$ cat src/rtl/dpi_sample_pkg.sv
// Shared types, mode encodings and the channel slice helper
// for the buffered sample exporter.
package dpi_sample_pkg;

    localparam int NUM_CH_D = 7;
    localparam int CH_W_D   = 64;
    localparam int TS_W_D   = 32;
    localparam int PAY_W_D  = NUM_CH_D * CH_W_D;

    localparam logic MODE_ALL    = 1'b0;
    localparam logic MODE_CHANGE = 1'b1;

    typedef struct packed {
        logic [TS_W_D-1:0]  ts;
        logic [PAY_W_D-1:0] payload;
    } rec_t;

    // Channel k of width w from a payload zero-extended to the default width.
    function automatic logic [CH_W_D-1:0] ch_slice(
        input logic [PAY_W_D-1:0] data,
        input int unsigned        k,
        input int unsigned        w
    );
        logic [PAY_W_D-1:0] s;
        logic [CH_W_D-1:0]  m;
        s = data >> (k * w);
        if (w >= CH_W_D) m = '1;
        else m = (CH_W_D'(1) << w) - CH_W_D'(1);
        return s[CH_W_D-1:0] & m;
    endfunction

endpackage

$ cat src/rtl/dpi_sample_buffer_fifo.sv
// Generic first-word-fall-through FIFO with occupancy output.
// Caller guarantees no push into a full FIFO unless popping.
module sample_fifo #(
    parameter int WIDTH = 8,
    parameter int DEPTH = 4
) (
    input  logic                       i_clk,
    input  logic                       i_rst_n,
    input  logic                       i_push,
    input  logic [WIDTH-1:0]           i_data,
    input  logic                       i_pop,
    output logic                       o_valid,
    output logic [WIDTH-1:0]           o_data,
    output logic [$clog2(DEPTH+1)-1:0] o_level
);

    localparam int AW = $clog2(DEPTH);
    localparam int LW = $clog2(DEPTH+1);

    logic [WIDTH-1:0] r_mem [DEPTH];
    logic [AW-1:0]    r_wptr;
    logic [AW-1:0]    r_rptr;
    logic [LW-1:0]    r_level;
    logic             w_pop;

    assign o_valid = (r_level != '0);
    assign w_pop   = i_pop & o_valid;
    assign o_data  = o_valid ? r_mem[r_rptr] : '0;
    assign o_level = r_level;

    always_ff @(posedge i_clk) begin
        if (i_push) r_mem[r_wptr] <= i_data;
    end

    always_ff @(posedge i_clk or negedge i_rst_n) begin
        if (!i_rst_n) begin
            r_wptr  <= '0;
            r_rptr  <= '0;
            r_level <= '0;
        end else begin
            if (i_push) r_wptr <= r_wptr + 1'b1;
            if (w_pop)  r_rptr <= r_rptr + 1'b1;
            if (i_push && !w_pop)      r_level <= r_level + 1'b1;
            else if (!i_push && w_pop) r_level <= r_level - 1'b1;
        end
    end

endmodule

$ cat src/rtl/dpi_sample_buffer.sv
// Timestamped channel snapshotter with change detection, a drop
// counter and an FWFT record buffer drained by valid/ready.
module dpi_sample_buffer
    import dpi_sample_pkg::*;
#(
    parameter int NUM_CH = 7,
    parameter int CH_W   = 64,
    parameter int DEPTH  = 8,
    parameter int TS_W   = 32,
    parameter int DROP_W = 16
) (
    input  logic                       clock,
    input  logic                       reset,
    input  logic                       en,
    input  logic                       mode,
    input  logic [NUM_CH-1:0]          ch_mask,
    input  logic [NUM_CH*CH_W-1:0]     sig_in,
    input  logic                       clr,
    output logic                       out_valid,
    input  logic                       out_ready,
    output logic [NUM_CH*CH_W-1:0]     out_data,
    output logic [TS_W-1:0]            out_ts,
    output logic [$clog2(DEPTH+1)-1:0] level,
    output logic [DROP_W-1:0]          drop_cnt
);

    localparam int PW = NUM_CH * CH_W;
    localparam int RW = TS_W + PW;
    localparam int LW = $clog2(DEPTH+1);

    logic [TS_W-1:0]   r_ts;
    logic [PW-1:0]     r_ref;
    logic              r_first;
    logic [DROP_W-1:0] r_drop;

    logic [PW-1:0] w_diff;
    logic          w_chg;
    logic          w_cap;
    logic          w_pop;
    logic          w_push;
    logic          w_drop;
    logic          w_full;
    logic [RW-1:0] w_rd;

    always_comb begin
        w_diff = sig_in ^ r_ref;
        w_chg  = 1'b0;
        for (int k = 0; k < NUM_CH; k++) begin
            if (ch_mask[k] && |ch_slice(PAY_W_D'(w_diff), unsigned'(k), CH_W))
                w_chg = 1'b1;
        end
    end

    assign w_cap  = en & ((mode == MODE_ALL) | r_first | w_chg);
    assign w_full = (level == LW'(DEPTH));
    assign w_pop  = out_valid & out_ready;
    assign w_push = w_cap & (!w_full | w_pop);
    assign w_drop = w_cap & !w_push;

    sample_fifo #(
        .WIDTH (RW),
        .DEPTH (DEPTH)
    ) u_fifo (
        .i_clk   (clock),
        .i_rst_n (reset),
        .i_push  (w_push),
        .i_data  ({r_ts, sig_in}),
        .i_pop   (w_pop),
        .o_valid (out_valid),
        .o_data  (w_rd),
        .o_level (level)
    );

    assign out_ts   = w_rd[RW-1:PW];
    assign out_data = w_rd[PW-1:0];
    assign drop_cnt = r_drop;

    // A drop leaves ref/first alone so the change is seen again next cycle.
    always_ff @(posedge clock or negedge reset) begin
        if (!reset) begin
            r_ts    <= '0;
            r_ref   <= '0;
            r_first <= 1'b1;
            r_drop  <= '0;
        end else begin
            r_ts <= r_ts + 1'b1;
            if (w_push) begin
                r_ref   <= sig_in;
                r_first <= 1'b0;
            end
            if (clr)
                r_drop <= '0;
            else if (w_drop && r_drop != '1)
                r_drop <= r_drop + 1'b1;
        end
    end

endmodule

$ cat config.mk
export PLATFORM = sky130hd
export DESIGN_NAME = dpi_sample_buffer
export DESIGN_NICKNAME = d
export VERILOG_FILES = /design/src/rtl/dpi_sample_pkg.sv /design/src/rtl/dpi_sample_buffer_fifo.sv /design/src/rtl/dpi_sample_buffer.sv
export SDC_FILE = /design/constraint.sdc
export NUM_CORES = 2
export LEC_CHECK = 0
export CAP_MARGIN = 40
export CORE_ASPECT_RATIO = 1.4
export CORE_MARGIN = 4
export CORE_UTILIZATION = 39
export CTS_CLUSTER_DIAMETER = 60
export CTS_CLUSTER_SIZE = 20
export DETAILED_ROUTE_END_ITERATION = 10
export PLACE_DENSITY = 0.64
export SKIP_CTS_REPAIR_TIMING = 1
export SLEW_MARGIN = 30
export SYNTH_ARGS = -nofsm -noshare
export SYNTH_HDL_FRONTEND = slang
export SYNTH_SLANG_ARGS = --single-unit
$ cat constraint.sdc
create_clock -name clock -period 130.6 [get_ports clock]
set_clock_uncertainty 0.1 [all_clocks]
set_input_delay 26.12 -clock clock [delete_from_list [all_inputs] [get_ports clock]]
set_output_delay 26.12 -clock clock [all_outputs]
set_load 0.03 [all_outputs]
### Word-level counts from Yosys, hierarchy flattened

Memory sizes are Yosys's and may differ from the RTL's.
Index checks and enable logic that the tools add are counted.

| operators by class | value |
|---|---|
| eq/ne operators | 2 |
| bitwise operators | 10 |
| multiplexer cells | 14 |
| reduce and logical (&&, ||, !) cells | 23 |
| $add $sub $neg | 6 |

Operators by type and width:

| operator | count |
|---|---|
| 2-to-1 mux 480 bit | 1 |
| OR reduction 64 bit | 7 |
| XOR 448 bit | 1 |
| adder 32 x 1 -> 32 bit, second input constant | 1 |
| 2-to-1 mux 16 bit | 2 |
| adder 16 x 1 -> 16 bit, second input constant | 1 |
| != test 16 bit, second input constant | 1 |
| logical AND 1 bit | 10 |
| 2-to-1 mux 1 bit | 9 |
| 2-to-1 mux 4 bit | 2 |
| adder 3 x 1 -> 3 bit, second input constant | 2 |
| AND 1 bit | 5 |
| adder 4 x 1 -> 4 bit, second input constant | 1 |
| == test 4 bit, second input constant | 1 |
| nonzero test 2 bit | 2 |
| nonzero test 4 bit | 1 |
| subtractor 4 x 1 -> 4 bit, second input constant | 1 |
| logical NOT 1 bit | 3 |
| OR 1 bit | 3 |
| NOT 1 bit | 1 |

| storage, ports and cells | value |
|---|---|
| register bits | 507 |
| memories | 1 |
| word-level logic and storage cells | 63 |
| bits of input ports | 461 |
| memory bits (writable) | 3840 |
| output and inout bits | 501 |

Memories:

| name | depth | bits a word | rd ports | clocked after memory_dff | write ports | line | text |
|---|---|---|---|---|---|---|---|
| u_fifo.r_mem | 8 | 480 | 1 | 0 | 1 | dpi_sample_buffer_fifo.sv:20 | `logic [WIDTH-1:0] r_mem [DEPTH];` |

### Logic depth before layout (Yosys ltp)

| depth | value |
|---|---|
| word-level depth | 18 |
| depth in mapped cells | 18 |
| gate-level depth less buffers | 15 |

### Hierarchy

A second synthesis with hierarchy kept.

| unflattened totals | value |
|---|---|
| cells, all modules | 7433 |
| area total of the unflattened synthesis | 168793.1 µm² |

By module, submodules not included:

| module | instances | sequential area each (µm²) | area each (µm²) | cells each |
|---|---|---|---|---|
| sample_fifo | 1 | 115560.8 | 143307.4 | 5663 |
| dpi_sample_buffer | 1 | 12438.2 | 25485.7 | 1770 |

### Worst setup path before layout

No wires, ideal clock.

| timing | value |
|---|---|
| path type | input-to-reg |
| start point | input sig_in[179] |
| end point | memory u_fifo.r_mem[7][0] (netlist bit) (enable) |
| setup time | 2.665 ns |
| buffers on the path | 3 |
| slack | 51.952 ns |
| data required time | 127.835 ns |
| stages on the path | 10 |
| data arrival time | 75.882 ns |
| cells stage by stage | xnor2_1 -> nand4_1 -> nor4_1 -> nand4_1 -> a22oi_1 -> and4_1 -> buf_6 -> buf_2 -> buf_2 -> nor4b_1 |

| on the way | value |
|---|---|
| longest elaborated chain between the ends | 13 |

RTL lines:

| element | line | text |
|---|---|---|
| start: declaration | dpi_sample_buffer.sv:17 | `input logic [NUM_CH*CH_W-1:0] sig_in,` |
| XOR 448 bit | dpi_sample_buffer.sv:46 | `w_diff = sig_in ^ r_ref;` |
| OR reduction 64 bit | dpi_sample_buffer.sv:49 | `if (ch_mask[k] && \|ch_slice(PAY_W_D'(w_diff), unsigned'(k), CH_W))` |
| logical AND 1 bit | dpi_sample_buffer.sv:49 |  |
| 2-to-1 mux 1 bit (5 in a row) | dpi_sample_buffer.sv:49 |  |
| OR 1 bit | dpi_sample_buffer.sv:54 | `assign w_cap = en & ((mode == MODE_ALL) \| r_first \| w_chg);` |
| AND 1 bit | dpi_sample_buffer.sv:54 |  |
| AND 1 bit | dpi_sample_buffer.sv:57 | `assign w_push = w_cap & (!w_full \| w_pop);` |
| 2-to-1 mux 1 bit | dpi_sample_buffer_fifo.sv:32 | `if (i_push) r_mem[r_wptr] <= i_data;` |
| 2-to-1 mux 1 bit (implied by the code) | dpi_sample_buffer_fifo.sv:32 |  |
| end: declaration | dpi_sample_buffer_fifo.sv:20 |  |

No other way between the ends.

### Worst setup path after layout

| timing | value |
|---|---|
| start point | input sig_in[54] |
| end point | memory u_fifo.r_mem[1][225] (netlist bit) (enable) |

| on the way | value |
|---|---|
| longest elaborated chain between the ends | 15 |

RTL lines:

| element | line |
|---|---|
| XOR 448 bit | dpi_sample_buffer.sv:46 |
| OR reduction 64 bit | dpi_sample_buffer.sv:49 |
| logical AND 1 bit | dpi_sample_buffer.sv:49 |
| 2-to-1 mux 1 bit (7 in a row) | dpi_sample_buffer.sv:49 |
| OR 1 bit | dpi_sample_buffer.sv:54 |
| AND 1 bit | dpi_sample_buffer.sv:54 |
| AND 1 bit | dpi_sample_buffer.sv:57 |
| 2-to-1 mux 1 bit | dpi_sample_buffer_fifo.sv:32 |
| 2-to-1 mux 1 bit (implied by the code) | dpi_sample_buffer_fifo.sv:32 |

No other way between the ends.

==> summary.md <==
| Metric | Value |
|---|---|
| Fin nets | 9435 |
| Synth area leader | edfxtp_1 |
| H-tree lvl count | 5 |
| Final count of negative-setup-slack endpoints | 0 |
| Power Density | 22.81 mW/mm^2 |
| Top cell type's share of synthesized area | 0.6731 |
| IO Count | 962 |
| Startpoint types | input port |
| Synth Area per Inst | 21.69 um^2 |
| IR drop worst, VDD | 0.02466 mV |
| Top cell types by occurrence after synthesis | edfxtp_1 (3840), mux4_2 (960), dfrtp_1 (506) |
| Setup TNS | 0 ns |
| Max-slew violation count | 0 |
| First-pass GRT wire length | 623400 um |
| Die Height | 792.2 um |
| Aggregate global routing overflow | 0 |
| Crit Path Max Fanout | 47 |
| I/O Buffers | 961 |
| HP Start | r_first |
| Total track usage | 0.1889 |
| DR WL/cell | 29.09 um |
| Sequential group share of total power | 0.395 |
| CTS Sinks | 4347 |
| Worst-path clk slew | 0.08 ns |
| Dominant cells by area after synthesis | edfxtp_1 (67%), mux4_2 (13%), dfrtp_1 (7.4%) |
| TritonCTS clock tree | done |
| Syn Inst Count | 7899 |
| Ys Warns | 0 |
| CTS Root Buffer Type | clkbuf_16 |
| Fillcell total | 36284 |
| Sequential area share after synthesis | 0.7472 |
| Library cells used by synthesis | 42 |
| Switching power | 1.613 mW |
| Iter 0 DRT Violations | 7741 |
| Count leader, synth | edfxtp_1 |
| Starting Density | 0.3920 |
| Initial antenna violation count | 139 |
| Number of buffers created by CTS | 288 |
| Post-synth EDFFs | 3840 |
| Switching portion of total power | 0.3567 |
| Status | completed |
| Area Overhead vs Synth | 15.74% |
| Final design utilization | 0.4537 |
| FF-to-FF path depth | 14 |
| Drt first pass iters | 5 |
| Hold violation count in the final report | 0 |
| Worst hold path cell count | 1 |
| Share of flip-flops with an asynchronous set or reset | 0.1166 |
| Hold Slack | 0.3852 ns |
| Vias in the first global route | 83814 |
| HP Class | reg -> reg |
| Tot Pwr | 4.522 mW |
| Average vias per placed instance | 5.408 |
| HPWL after detailed placement | 268400 um |
| Routability cong. | 0.7750 |
| CP endpoint kind | flip-flop |
| WP data arrival | 33.41 ns |
| #FFs+latches synth | 4347 |
| Register-to-Register Setup Slack | 123.13 ns |
| Mapped cell area | 0.1713 mm^2 |
| Post-Syn Nets | 8368 |
| Highest Clock Rate | 30.34 MHz |
| Max cap viols | 0 |
| Clock Latency Late Sink | 0.94 ns |
| RSZ-0062 raised after global routing | false |
| Int Pwr | 2.909 mW |
| Slew @ Worst Pin | 1.089 ns |
| CP Class | in -> reg |
| Via Count | 81373 |
| Fin crit share | 0.2524 |
| DRT antenna net count | 0 |
| Combinational share of power | 0.397 |
| Hold endpoint | r_first |
| Reg-to-reg endpoint | u_fifo.r_mem[1][225] |
| LEAKAGE | 65.79 nW |
| Rel. slew slack | 0.2739 |
| Drt total wl | 437800 um |
| Tmin final | 32.96 ns |
| Core area | 0.4370 mm^2 |
| Die X | 568.1 um |
| Longest Clk Path Bufs | 4 |
| Row cnt | 287 |
| Prevailing post-synth register cell | edfxtp_1 |
| DRC viols | 0 |
| Pin count of the biggest net entering global routing | 146 |
| Clock power frac | 0.208 |
| Worst r2r src | r_ref[6] |
| Worst path required time | 131.05 ns |
| Proportion of layout cells with a drive suffix above 1 | 0.2220 |
| Die area | 0.4501 mm^2 |
==> cell families after synthesis <==
logic type,Yosys count,share of synthesized area
xor+xnor,486,0.02485
flops,4347,0.7472
compound gates,24,0.0008838
simple gates,748,0.01983
fa+ha+maj,8,0.0006281
mux,1899,0.1937
buf+inv,387,0.01297
==> cell type report <==
| cell class | instances | area (um^2) | share of cell area |
|---|---|---|---|
| clock buffer | 415 | 7881 | 0.03975 |
| multi-input combinational | 3165 | 41190 | 0.2077 |
| tap | 5780 | 7232 | 0.03647 |
| inverter | 9 | 33.78 | 0.0001704 |
| antenna | 64 | 160.2 | 0.0008077 |
| timing repair buffer | 1155 | 12330 | 0.06219 |
| sequential | 4347 | 128000 | 0.6456 |
| clock inverter | 113 | 1439 | 0.007257 |
==> sequential cells by signal (all words and copies together), names as in the netlist <==
| name | flops |
|---|---|
| u_fifo.r_rptr | 3 |
| r_first | 1 |
| drop_cnt | 16 |
| r_ref | 448 |
| u_fifo.o_level | 4 |
| u_fifo.r_wptr | 3 |
| r_ts | 32 |
| u_fifo.r_mem | 3840 |
==> cell usage in the layout, fill, tap and decap left out, types with 64 or more instances in the layout <==
cell and count:
clkdlybuf4s50_1 960, dfrtp_1 503, mux4_2 960, nor2_1 499
buf_4 96, xnor2_1 474, edfxtp_1 3840, diode_2 64
clkbuf_1 114, clkbuf_16 294, nand4_1 126, mux2i_1 479
mux2_4 422
==> metal layers <==
layer  GRT usage  wire length [um]  up-vias
li1            -                 -    34087
met1      0.2582            182700    44074
met2      0.3123            215200     2535
met3     0.03603             27640      585
met4     0.04919             11710       92
met5           0               591        -
==> power by group through the flow <==
stage	registers (mW)	logic, mW	clock network, mW
floorplan	2.02	1.09	0
global placement	1.81	1.79	0
detailed placement	1.82	1.82	0
CTS	1.79	1.82	0.967
global route	1.80	1.89	1.02
finish	1.78	1.80	0.941
==> how the worst max path moves through the flow <==
stage	from	slack [ns]	to	depth (start not counted)
floorplan	sig_in[179]	51.95	u_fifo.r_mem[7][0]	10
global placement	sig_in[189]	96.49	u_fifo.r_mem[1][204]	15
detailed placement	sig_in[189]	96.46	u_fifo.r_mem[1][204]	15
CTS	u_fifo.r_rptr[0]	97.26	out_data[384]	8
global route	sig_in[26]	97.31	u_fifo.r_mem[1][227]	15
finish	sig_in[54]	97.64	u_fifo.r_mem[1][225]	15
==> critical path, stage by stage <==
cell             delay [ns]
clkdlybuf4s50_1        0.72
xnor2_1                0.20
nand4_1                0.38
nor4_1                 0.13
nand4_1                0.26
a21oi_1                0.32
and4_1                 0.33
buf_4                  0.24
nor2_4                 0.38
buf_4                  0.71
nor4bb_4               0.44
buf_4                  0.64
buf_4                  0.75
buf_4                  0.72
buf_4                  0.74
==> through the flow <==
step	instance area (um^2)	worst slack (ns)	instances
floorplan	171300	51.95	7899
global placement	187400	96.49	14395
detailed placement	188300	96.46	14438
CTS	197700	97.26	14966
global route	198200	97.31	15007
finish	198300	97.64	15048
Power figures use the tool's default switching activity.
